### src/rtl/neuron_probe.sv
// Purpose : sweeps a 2-input threshold neuron through {x,y}=00,01,10,11, captures fire, decodes the function.
// Latency : start accepted at cycle T -> busy T+1..T+4*SETTLE_CYCLES, done pulse at T+1+4*SETTLE_CYCLES.
// Backpr. : none; start is honoured only in IDLE, ignored (not queued) in SWEEP/DONE.
//
// Ports:
//   clk, rst_n          clock, synchronous active-low reset
//   start, thresh_cfg   sweep request and threshold latched on acceptance
//   x, y, Threshold     drive the neuron under test; fire is its output
//   busy, done          sweep in progress / one-cycle results-valid pulse
//   truth, func_code    captured table (bit index {x,y}) and decoded function
//   error               table does not match any monotonic 2-input function
//   expect_code, pass   only with NEURON_PROBE_EXPECT_EN: expected code and match flag
module neuron_probe #(
    parameter int SETTLE_CYCLES = 2,
    parameter int THRESH_W      = 2
) (
    input  logic                clk,
    input  logic                rst_n,
    input  logic                start,
    input  logic [THRESH_W-1:0] thresh_cfg,
    output logic                x,
    output logic                y,
    output logic [THRESH_W-1:0] Threshold,
    input  logic                fire,
    output logic                busy,
    output logic                done,
    output logic [3:0]          truth,
    output logic [2:0]          func_code,
    output logic                error
`ifdef NEURON_PROBE_EXPECT_EN
    ,
    input  logic [2:0]          expect_code,
    output logic                pass
`endif
);

    // A one-cycle settle still needs a 1-bit counter.
    localparam int CNT_W = (SETTLE_CYCLES > 1) ? $clog2(SETTLE_CYCLES) : 1;
    localparam logic [CNT_W-1:0] CNT_LAST = CNT_W'(SETTLE_CYCLES - 1);

    typedef enum logic [1:0] {
        ST_IDLE  = 2'd0,
        ST_SWEEP = 2'd1,
        ST_DONE  = 2'd2
    } state_t;

    state_t              state_q, state_d;
    logic [1:0]          idx_q, idx_d;
    logic [CNT_W-1:0]    cnt_q, cnt_d;
    logic [THRESH_W-1:0] thr_q, thr_d;
    logic [3:0]          truth_q, truth_d;
    logic [2:0]          func_q, func_d;
    logic                err_q, err_d;
`ifdef NEURON_PROBE_EXPECT_EN
    logic [2:0]          exp_q, exp_d;
    logic                pass_q, pass_d;
`endif

    function automatic logic [2:0] decode(input logic [3:0] t);
        logic [2:0] c;
        case (t)
            4'b0000: c = 3'd0;
            4'b1000: c = 3'd1;
            4'b1100: c = 3'd2;
            4'b1010: c = 3'd3;
            4'b1110: c = 3'd4;
            4'b1111: c = 3'd5;
            default: c = 3'd7;
        endcase
        return c;
    endfunction

    always_comb begin
        state_d = state_q;
        idx_d   = idx_q;
        cnt_d   = cnt_q;
        thr_d   = thr_q;
        truth_d = truth_q;
        func_d  = func_q;
        err_d   = err_q;
`ifdef NEURON_PROBE_EXPECT_EN
        exp_d   = exp_q;
        pass_d  = pass_q;
`endif
        case (state_q)
            ST_IDLE: begin
                if (start) begin
                    thr_d   = thresh_cfg;
                    idx_d   = 2'd0;
                    cnt_d   = '0;
                    truth_d = 4'b0000;
                    state_d = ST_SWEEP;
`ifdef NEURON_PROBE_EXPECT_EN
                    exp_d   = expect_code;
`endif
                end
            end
            ST_SWEEP: begin
                if (cnt_q == CNT_LAST) begin
                    truth_d[idx_q] = fire;
                    idx_d          = idx_q + 2'd1;
                    cnt_d          = '0;
                    if (idx_q == 2'd3) begin
                        // Decode the completed table (including the bit written
                        // this edge) so results are already valid while done is high.
                        state_d = ST_DONE;
                        func_d  = decode(truth_d);
                        err_d   = (decode(truth_d) == 3'd7);
`ifdef NEURON_PROBE_EXPECT_EN
                        pass_d  = (decode(truth_d) == exp_q) && (decode(truth_d) != 3'd7);
`endif
                    end
                end else begin
                    cnt_d = cnt_q + CNT_W'(1);
                end
            end
            ST_DONE: begin
                state_d = ST_IDLE;
            end
            default: begin
                state_d = ST_IDLE;
            end
        endcase
    end

    always_ff @(posedge clk) begin
        if (!rst_n) begin
            state_q <= ST_IDLE;
            idx_q   <= 2'd0;
            cnt_q   <= '0;
            thr_q   <= '0;
            truth_q <= 4'b0000;
            func_q  <= 3'd0;
            err_q   <= 1'b0;
`ifdef NEURON_PROBE_EXPECT_EN
            exp_q   <= 3'd0;
            pass_q  <= 1'b0;
`endif
        end else begin
            state_q <= state_d;
            idx_q   <= idx_d;
            cnt_q   <= cnt_d;
            thr_q   <= thr_d;
            truth_q <= truth_d;
            func_q  <= func_d;
            err_q   <= err_d;
`ifdef NEURON_PROBE_EXPECT_EN
            exp_q   <= exp_d;
            pass_q  <= pass_d;
`endif
        end
    end

    // Neuron inputs are parked at 00 outside a sweep.
    assign x         = (state_q == ST_SWEEP) ? idx_q[1] : 1'b0;
    assign y         = (state_q == ST_SWEEP) ? idx_q[0] : 1'b0;
    assign Threshold = thr_q;
    assign busy      = (state_q == ST_SWEEP);
    assign done      = (state_q == ST_DONE);
    assign truth     = truth_q;
    assign func_code = func_q;
    assign error     = err_q;
`ifdef NEURON_PROBE_EXPECT_EN
    assign pass      = pass_q;
`endif

endmodule

### config.mk
export PLATFORM = sky130hd
export DESIGN_NAME = neuron_probe
export DESIGN_NICKNAME = d
export VERILOG_FILES = /design/src/rtl/neuron_probe.sv
export SDC_FILE = /design/constraint.sdc
export NUM_CORES = 1
export LEC_CHECK = 0
export CELL_PAD_IN_SITES_DETAIL_PLACEMENT = 1
export CELL_PAD_IN_SITES_GLOBAL_PLACEMENT = 1
export CORE_MARGIN = 2
export CORE_UTILIZATION = 36
export CTS_CLUSTER_SIZE = 12
export DETAILED_ROUTE_END_ITERATION = 12
export GPL_ROUTABILITY_DRIVEN = 0
export HOLD_SLACK_MARGIN = 0.12
export PLACE_DENSITY_LB_ADDON = 0.08
export RECOVER_POWER = 25
export SYNTH_ARGS = -nofsm -noshare
export SYNTH_HDL_FRONTEND = slang
export SYNTH_SLANG_ARGS = --single-unit
### constraint.sdc
create_clock -name clk -period 5.1 [get_ports clk]
set_clock_uncertainty 0.2 [all_clocks]
set_input_delay 1.02 -clock clk [delete_from_list [all_inputs] [get_ports clk]]
set_output_delay 1.02 -clock clk [all_outputs]
set_load 0.05 [all_outputs]
==> results.md <==
* Die ar. at 2353 um2
* Final worst slack at 1.777 ns
* Syn nets at 89
* Internal power at 0.1604 mW
* Part of the power in registers at 56.1%
* Area added between synthesis and finish at 32.63%
* Hold Crit Start: error
* Clock transition at path regs at 0.09 ns
* CTS buffer count at 3
* Area contributors post-synth: dfxtp_1 (42%), mux2i_1 (9.8%), ha_1 (7.0%)
* Yosys warns at 0
* Netlist cell types at 21
* Relative slew margins at 48.90%
* Reg-to-reg setup timing slack at 3.27 ns
* DRT Pass-1 Iters at 2
* Drt via density at 4.992
* Sequential area share after synthesis at 42.11%
* Initial antenna violation count at 0
* Worst vdd ir at 111.0 uV
* First-pass GRT wire length at 2870 um
* DRC at 0
* Most common cell in the netlist: dfxtp_1
* Leakage dissipation at 0.3592 nW
* Setup bufs post-CTS at 0
* Fin Hold WS at 0.2776 ns
* Hold-fix buffer count after cts at 0
* Total Wirelength at 1573 um
* Nets at 111
* Detail Route Antenna Nets at 0
* Post-Syn Area at 713.2 um2
* Setup TNS at 0 ns
* Final period util at 65.16%
* Prevailing post-synth register cell: dfxtp_1
* Cell count after synthesis at 79
* Max_cap viols at 0
* Pre-CTS setup slack at 2.061 ns
* Die X at 48.51 um
* Starting DRT DRC Count at 2
* TritonCTS clock tree: built
* # port buffers at 19
* Clock Sinks at 15
* I/O pin cnt at 20
* Tmin final at 3.323 ns
* Layout cells sized above 1 at 10.00%
* Critical Path Fanout Max at 8
* Worst-Margin Slew at 0.7584 ns
* Total GRT Usage at 16.10%
* Unrepaired setup endpoints after global routing: false
* WHS Endpoint: error
* Ant diodes at 0
* Synth area leader: dfxtp_1
* CP required at 3.88 ns
* Fill count at 241
* WL per Instance at 12.39 um
* Root Driver: clkbuf_4
* Core area at 1922 um2
* Worst EP arrival at 2.10 ns
* Reg-to-Reg Start: idx_q[1]
* Endpoints failing setup at 0
* Ys async rst share at 0%
* EDFF count, synth at 0
* Max Slew Vio Count at 0
* Min-delay worst type: reg -> reg
* Setup crit end kind: primary output
* CTS-repair resized insts at 0
* PwrDens at 229.5 nW/um2
* Yosys reg bits at 15
* RR Endpoint: func_code[1]
* Starting Density at 37.11%
* Synthesized area per cell at 9.028 um2
* Pin count of the biggest net entering global routing at 11
* Post-synth top cells: dfxtp_1 (15), o21ai_0 (9), mux2i_1 (7)
* Clk Latency, worst-skew pair at 0.29 ns
* Chip height at 48.51 um
* NetSw at 0.05661 mW
* Vias in the first global route at 645
* Comb pwr share at 11.8%
* Status: finished clean
* H-tree depth at 1
* Cell Rows at 16
* Sw frac at 26.08%
* Post-detail-place hpwl at 1204 um
* Max Fclk at 300.9 MHz
* Reg2reg path depth at 5
* Clk pwr share at 32.1%
* Max Buffers Root-to-Sink at 2
* Post-route total power at 0.2170 mW
* Synth top area share at 42.11%
* Via count at 634
* Grt ovf at 0
* Final hold vios at 0
* Startpoint types: flip-flop
* WHS Path Cells at 2
* Worst Path Class, Setup: reg -> out
-- state kept, by name, indices dropped and copies added (netlist names) --
name       count
truth          4
Threshold      2
idx_q          2
func_code      3
cnt_q          1
state_q        2
error          1
-- final cells by class --
type                            instances  area, um2  area share [%]
Inverter                                6      22.52           2.381
Tap cell                               27      33.78           3.571
Timing Repair Buffer                   19      190.2           20.11
Multi-Input combinational cell         56      372.9           39.42
Clock buffer                            4      26.28           2.778
Sequential cell                        15      300.3           31.75
-- critical path, stage by stage, from the launching register on --
cell and delay, ns:
dfxtp_1 0.41, nor2b_1 0.40, and2_2 0.21, clkdlybuf4s50_1 0.79
-- layout by cell type (no fill, tap or decap), drive strengths merged, types with 3 or more instances in the layout --
cell	n
nand2	5
o21ai	10
nand3	4
mux2i	7
nor2b	3
o22ai	5
and2	3
nor2	4
ha	4
clkdlybuf4s50	17
clkbuf	4
inv	6
a21oi	4
dfxtp	15
-- metal layers --
layer  vias up  track usage [%]  share of wire [%]
li1        313                -                  -
met1       306            19.26                 48
met2        13            26.62                 48
met3         2            4.012                2.8
met4         0            8.571               0.89
met5         -                0                  0
-- stage by stage --
stage	std cells	utilization, %	instance area, um2
3_3_place_gp	123	48.11	924.6
6_report	127	49.22	945.9
5_1_grt	127	49.22	945.9
4_1_cts	127	49.48	950.9
2_1_floorplan	79	-	713.2
3_5_place_dp	123	48.11	924.6
-- power by group through the flow --
stage          logic (mW)  clock network (mW)  registers [mW]
3_3_place_gp       0.0260                   0           0.124
2_1_floorplan      0.0135                   0           0.128
6_report           0.0255              0.0697           0.122
3_5_place_dp       0.0265                   0           0.125
5_1_grt            0.0280              0.0810           0.122
4_1_cts            0.0266              0.0736           0.122
-- cells by family after synthesis --
group                    share of synthesized area, %
AO/OA/AOI/OAI                                   15.96
adder cells (fa/ha/maj)                         7.018
buffers and inverters                           4.912
flip-flops                                      42.11
multiplexers                                    9.825
AND/OR/NAND/NOR                                 20.18
-- worst max-delay path by stage --
stage / end / depth (start not counted) / startpoint / slack, ns
2_1_floorplan: x / 3 / state_q[0] / 2.81
3_3_place_gp: y / 3 / state_q[0] / 2.09
3_5_place_dp: y / 3 / state_q[0] / 2.06
4_1_cts: y / 3 / state_q[0] / 1.75
5_1_grt: y / 3 / state_q[0] / 1.65
6_report: y / 3 / state_q[0] / 1.78
(Power assumes the default switching activity.)
